### src/rtl/unpool_layer_pkg.sv
// Shared definitions for the 2x un-pooling stage: default geometry, FSM state codes and width helper.
// The optional UNPOOL_ZERO_FILL_EN build is handled entirely in the top level.
package unpool_layer_pkg;

    localparam int DEF_DATA_W = 32;
    localparam int DEF_IN_W   = 3;
    localparam int DEF_IN_H   = 3;
    localparam int DEF_OUT_W  = 2 * DEF_IN_W;
    localparam int DEF_OUT_H  = 2 * DEF_IN_H;

    typedef logic [1:0] unpool_state_t;

    localparam unpool_state_t ST_IDLE    = 2'd0;
    localparam unpool_state_t ST_CAPTURE = 2'd1;
    localparam unpool_state_t ST_EMIT    = 2'd2;
    localparam unpool_state_t ST_DONE    = 2'd3;

    function automatic int addr_w_for(input int n_items);
        return (n_items > 1) ? $clog2(n_items) : 1;
    endfunction

    localparam int DEF_ADDR_W = addr_w_for(DEF_OUT_W * DEF_OUT_H);

endpackage

### src/rtl/unpool_layer_addr_gen.sv
// Row/column scan counters for the up-sampled map, with last-beat flag and linear output address.
module unpool_addr_gen
    import unpool_layer_pkg::*;
#(
    parameter int OUT_W  = DEF_OUT_W,
    parameter int OUT_H  = DEF_OUT_H,
    parameter int ADDR_W = DEF_ADDR_W
) (
    input  logic              clk,
    input  logic              rst,
    input  logic              clear,
    input  logic              advance,
    output logic [ADDR_W-1:0] row,
    output logic [ADDR_W-1:0] col,
    output logic [ADDR_W-1:0] addr,
    output logic              last
);

    logic row_end;
    logic col_end;

    assign col_end = (col == ADDR_W'(OUT_W - 1));
    assign row_end = (row == ADDR_W'(OUT_H - 1));
    assign last    = row_end & col_end;
    assign addr    = row * ADDR_W'(OUT_W) + col;

    always_ff @(posedge clk) begin
        if (!rst || clear) begin
            row <= '0;
            col <= '0;
        end else if (advance) begin
            if (col_end) begin
                col <= '0;
                row <= row_end ? '0 : row + 1'b1;
            end else begin
                col <= col + 1'b1;
            end
        end
    end

endmodule

### src/rtl/unpool_layer.sv
// 2x un-pooling stage: captures an IN_H x IN_W map on start and streams the 2x up-sampled map row-major.
// Define UNPOOL_ZERO_FILL_EN for max-unpool style output (only even/even positions carry the source pixel).
module unpool_layer
    import unpool_layer_pkg::*;
#(
    parameter int IN_W   = DEF_IN_W,
    parameter int IN_H   = DEF_IN_H,
    parameter int DATA_W = DEF_DATA_W
) (
    input  logic                                     clk,
    input  logic                                     rst,
    input  logic                                     start,
    input  logic signed [DATA_W-1:0]                 input_fm [IN_W*IN_H],
    output logic                                     busy,
    output logic                                     out_valid,
    input  logic                                     out_ready,
    output logic signed [DATA_W-1:0]                 out_data,
    output logic [addr_w_for(4*IN_W*IN_H)-1:0]       out_addr,
    output logic                                     out_last,
    output logic                                     done
);

    localparam int OUT_W  = 2 * IN_W;
    localparam int OUT_H  = 2 * IN_H;
    localparam int ADDR_W = addr_w_for(OUT_W * OUT_H);
    localparam int SRC_W  = addr_w_for(IN_W * IN_H);

    unpool_state_t            state;
    logic signed [DATA_W-1:0] fmap [IN_W*IN_H];
    logic [ADDR_W-1:0]        row;
    logic [ADDR_W-1:0]        col;
    logic [ADDR_W-1:0]        src_full;
    logic signed [DATA_W-1:0] pix;
    logic                     at_last;
    logic                     transfer;
    logic                     take_start;

    assign take_start = (state == ST_IDLE) && start;
    assign transfer   = out_valid & out_ready;
    assign busy       = (state == ST_CAPTURE) || (state == ST_EMIT);
    assign out_valid  = (state == ST_EMIT);
    assign done       = (state == ST_DONE);
    assign out_last   = out_valid & at_last;

    always_ff @(posedge clk) begin
        if (!rst) begin
            state <= ST_IDLE;
        end else begin
            case (state)
                ST_IDLE:    if (start) state <= ST_CAPTURE;
                ST_CAPTURE: state <= ST_EMIT;
                ST_EMIT:    if (transfer && at_last) state <= ST_DONE;
                default:    state <= ST_IDLE;
            endcase
        end
    end

    // Map buffer is data only; it is rewritten on every accepted start.
    always_ff @(posedge clk) begin
        if (rst && take_start) begin
            fmap <= input_fm;
        end
    end

    unpool_addr_gen #(
        .OUT_W  (OUT_W),
        .OUT_H  (OUT_H),
        .ADDR_W (ADDR_W)
    ) u_addr_gen (
        .clk     (clk),
        .rst     (rst),
        .clear   (state != ST_EMIT),
        .advance (transfer),
        .row     (row),
        .col     (col),
        .addr    (out_addr),
        .last    (at_last)
    );

    // Nearest-neighbour source pixel; data is forced to zero whenever no beat is presented.
    always_comb begin
        src_full = (row >> 1) * ADDR_W'(IN_W) + (col >> 1);
        pix      = fmap[src_full[SRC_W-1:0]];
`ifdef UNPOOL_ZERO_FILL_EN
        if (row[0] || col[0]) begin
            pix = '0;
        end
`else
`endif
        out_data = out_valid ? pix : '0;
    end

endmodule
### config.mk
export PLATFORM = sky130hd
export DESIGN_NAME = unpool_layer
export DESIGN_NICKNAME = d
export VERILOG_FILES = /design/src/rtl/unpool_layer_pkg.sv /design/src/rtl/unpool_layer_addr_gen.sv /design/src/rtl/unpool_layer.sv
export SDC_FILE = /design/constraint.sdc
export NUM_CORES = 1
export LEC_CHECK = 0
export ABC_AREA = 0
export ABC_CLOCK_PERIOD_IN_PS = 12800
export CORE_AREA = 2 2 224 226
export CTS_CLUSTER_DIAMETER = 100
export DETAILED_ROUTE_END_ITERATION = 8
export DIE_AREA = 0 0 226 228
export HOLD_SLACK_MARGIN = 0.1
export RECOVER_POWER = 25
export SETUP_SLACK_MARGIN = 0.15
export SLEW_MARGIN = 20
export SYNTH_ARGS = -nofsm -noshare
export SYNTH_HDL_FRONTEND = slang
export SYNTH_SLANG_ARGS = --single-unit
export TNS_END_PERCENT = 20
### constraint.sdc
create_clock -name clk -period 12.8 [get_ports clk]
set_input_delay 2.56 -clock clk [delete_from_list [all_inputs] [get_ports clk]]
set_output_delay 2.56 -clock clk [all_outputs]
set_load 0.03 [all_outputs]
==> results by group <==
Clock network
  • Clk slew on worst S/H paths: 60 ps
  • Num Clock Sinks: 302
  • Clock Path Buffers: 3
  • CTS tree: built
  • H-tree depth: 2
  • Inserted Clock Buffers: 36
  • Root Driver: clkbuf_16
  • CTS resizes: 0
  • Clk Latency, worst-skew pair: 540 ps
  • Post-CTS setup buffers: 0
  • CTS Hold Bufs: 0

Placed design
  • Port bufs: 333
  • Hpwl dp: 22000 µm
  • DP Cell Count: 1578
  • Placer Congestion: 0.765

Synth
  • Top cell type's share of synthesized area: 71.0%
  • Largest family of logic cells by synthesized area: multiplexers
  • Syn avg cell area: 20.4 µm²
  • Cell variety after synth: 38
  • Post-Syn Area: 12200 µm²
  • Post-synthesis xor/xnor area fraction: 1.64%
  • Ys flop type: edfxtp_1
  • Flops & latches, synth: 302
  • Async set-or-reset flop fraction in the synthesized netlist: 0%
  • Area leader, netlist: edfxtp_1
  • Simple-gate share of the synthesized area: 2.74%
  • Synth Net Count: 911
  • Synth Area in Compound Gates: 3.44%
  • Post-synthesis sequential area ratio: 73.3%
  • Yosys warnings: 0
  • Post-Synth Adder-Cell Area: 2.57%
  • Area contributors post-synth: edfxtp_1 71%, mux4_2 12%, mux2i_1 2.8%
  • Mapped Cells: 597
  • EDFF count, synth: 288
  • Mux cell area share after synthesis: 14.6%

Critical path
  • Worst EP required: 10240 ps
  • Worst EP arrival: 5210 ps
  • CP max stage delay: 910 ps
  • CP Launch Type: flop
  • R2R depth: 4
  • Crit-path max FO: 54
  • Kind of critical path: reg -> out
  • CP cell instances: fa_1 > ha_4 > inv_1 > fa_4 > buf_4 > nand3_1 > nor2_4 > o2bb2ai_1 > clkdlybuf4s50_1
  • Critical path's slowest cell: fa_4
  • CP Capture Type: output port

Timing
  • Tmin final: 7770 ps
  • Slew margin rel.: 33.5%
  • Fin crit share: 60.7%
  • Setup-failing EPs final: 0
  • Worst Skew: 17.0 ps
  • Unrepaired setup endpoints after global routing: no
  • Measured slew at the worst slew-check pin: 995 ps
  • Sum Neg Setup Slack: 0 ps
  • WHS: 484 ps
  • Slew Viols, Final: 0
  • Final Hold Vio Count: 0
  • F_max: 129 MHz

Power and ir drop
  • Sw Ratio: 25.0%
  • Net switching power: 0.688 mW
  • Leakage power total: 5.82 nW
  • VDD IR max: 0.0000944 V
  • Comb pwr share: 16.4%
  • Part of the power in registers: 46.3%
  • Total power divided by cell area: 157 nW/µm²
  • Clock power share: 37.2%
  • Internal: 2.06 mW

Global routing
  • Vias in the first global route: 7485
  • Total gr overflow: 0
  • Initial antenna violation count: 10
  • First-pass GRT wire length: 46900 µm
  • Largest net degree at the start of global routing: 145
  • GRT Overall Usage: 12.5%

Cells and area
  • Synth-to-Final Area Change: 43.7%
  • NumNets Final: 1259
  • Layout Cells excl Fill: 1650
  • Fin util: 35.5%
  • Share of layout cells above drive strength 1: 14.6%

Detailed routing
  • Final wirelength: 31900 µm
  • DRC: 0
  • Initial DRC count: 392
  • Via count: 6871
  • Wl on met1: 12800 µm
  • Drt first pass iters: 5
  • Met2 wire len: 16500 µm
  • WL per Instance: 19.4 µm
  • Routed wl met3: 1800 µm
  • Via-to-Cell Ratio: 4.16
  • ANT nets after route: 0
  • Top layer in use: met5

Outcome
  • Status: completed

Run
  • Max_cap viols: 0

Die
  • Die height: 228 µm
  • Initial cell density of the core: 24.7%
  • Chip width: 226 µm
  • IO Count: 334
  • Num rows: 82
  • Core ar.: 49300 µm²
  • Die Area: 51500 µm²

Hold path
  • Worst Hold Depth: 2
  • Worst Hold Class: reg -> reg
[kinds of logic (layout without fill, tap and decap cells)]
| logic type | after synthesis | count (layout) |
|---|---|---|
| other | 0 | 5 |
| buffers and inverters | 43 | 419 |
| multiplexers | 98 | 98 |
| AO/OA/AOI/OAI | 55 | 55 |
| AND/OR/NAND/NOR | 58 | 58 |
| XOR/XNOR | 19 | 19 |
| adder cells (fa/ha/maj) | 22 | 22 |
| flip-flops | 302 | 302 |
[per-stage QoR]
stage	instance area [µm²]	total power, mW	setup slack [ps]
after detailed placement	16300	1.76	5430
after global placement	16300	1.75	5460
after floorplan	12200	1.58	2950
final	17500	2.75	5030
after CTS	17500	2.80	4820
after global routing	17500	2.87	4740
[layout make-up]
cell class	instances	area, µm²
sequential	302	8930
inverter	13	48.8
fill	4668	31800
clock inverter	19	209
tap	672	841
multi-input combinational	252	3090
clock buffer	47	963
timing repair buffer	340	3420
antenna	5	12.5
[path summary, 6_finish.rpt]
path                                                     start                     to  slack, ps
worst min-delay path                     state[0]$_SDFFE_PN0P_  state[0]$_SDFFE_PN0P_        480
worst min register to register           state[0]$_SDFFE_PN0P_  state[0]$_SDFFE_PN0P_        480
worst max register to register           state[0]$_SDFFE_PN0P_    fmap[268]$_DFFE_PP_      10550
worst max-delay path            u_addr_gen.row[1]$_SDFFE_PP0P_           out_data[26]       5030
[power groups by stage]
stage / logic (mW) / clock network, mW / registers, mW
3_3_place_gp: 0.462 / 0 / 1.29
5_1_grt: 0.488 / 1.10 / 1.29
4_1_cts: 0.469 / 1.06 / 1.28
3_5_place_dp: 0.466 / 0 / 1.30
2_1_floorplan: 0.252 / 0 / 1.33
6_report: 0.452 / 1.02 / 1.27
[critical path: cells and delay by family (launching register included)]
kind,cells,cell delay [ps]
AND/OR/NAND/NOR,2,930
AO/OA/AOI/OAI,1,220
adder cells (fa/ha/maj),3,1650
flip-flops,1,410
buffers and inverters,3,1450
[cell usage after synthesis (10+ instances only)]
library cell	instances
dfxtp_1	14
and3_1	17
mux2i_1	34
inv_1	13
xnor2_1	10
ha_1	17
o2bb2ai_2	10
buf_2	14
a21oi_1	19
edfxtp_1	288
nor2_1	16
mux4_2	64
[registers in the layout, indices dropped and copies added (netlist names)]
| signal | count |
|---|---|
| fmap | 288 |
| u_addr_gen.col | 6 |
| u_addr_gen.row | 6 |
| state | 2 |
[per-layer routing]
| layer | vias to the layer above | track usage (%) |
|---|---|---|
| li1 | 3135 | - |
| met1 | 3477 | 15.0 |
| met2 | 203 | 21.7 |
| met3 | 50 | 3.01 |
| met4 | 6 | 4.20 |
| met5 | - | 0 |
[placed cells by master (no fill, tap or decap), types with 3 or more instances in the layout]
cell             synthesis  routed
a21oi_1                 19      19
mux2i_1                 34      34
clkbuf_16                0      37
buf_4                    5       5
inv_6                    0       3
nand3_1                  4       4
o2bb2ai_2               10      10
dfxtp_1                 14      14
o21ai_1                  7       7
nor2_1                  16      16
xnor2_1                 10      10
clkinv_2                 0       4
clkinv_1                 0       5
ha_1                    17      15
o21ai_0                  6       6
dlygate4sd3_1            0     158
clkdlybuf4s50_1          0     175
diode_2                  0       5
fa_1                     5       4
nand4_1                  5       5
nand2_1                  7       7
and3_1                  17      16
bufinv_16                0       4
o2bb2ai_1                9       9
xor2_1                   6       6
clkbuf_1                 9      10
edfxtp_1               288     288
inv_1                   13      13
mux4_2                  64      64
(Power assumes the default switching activity.)
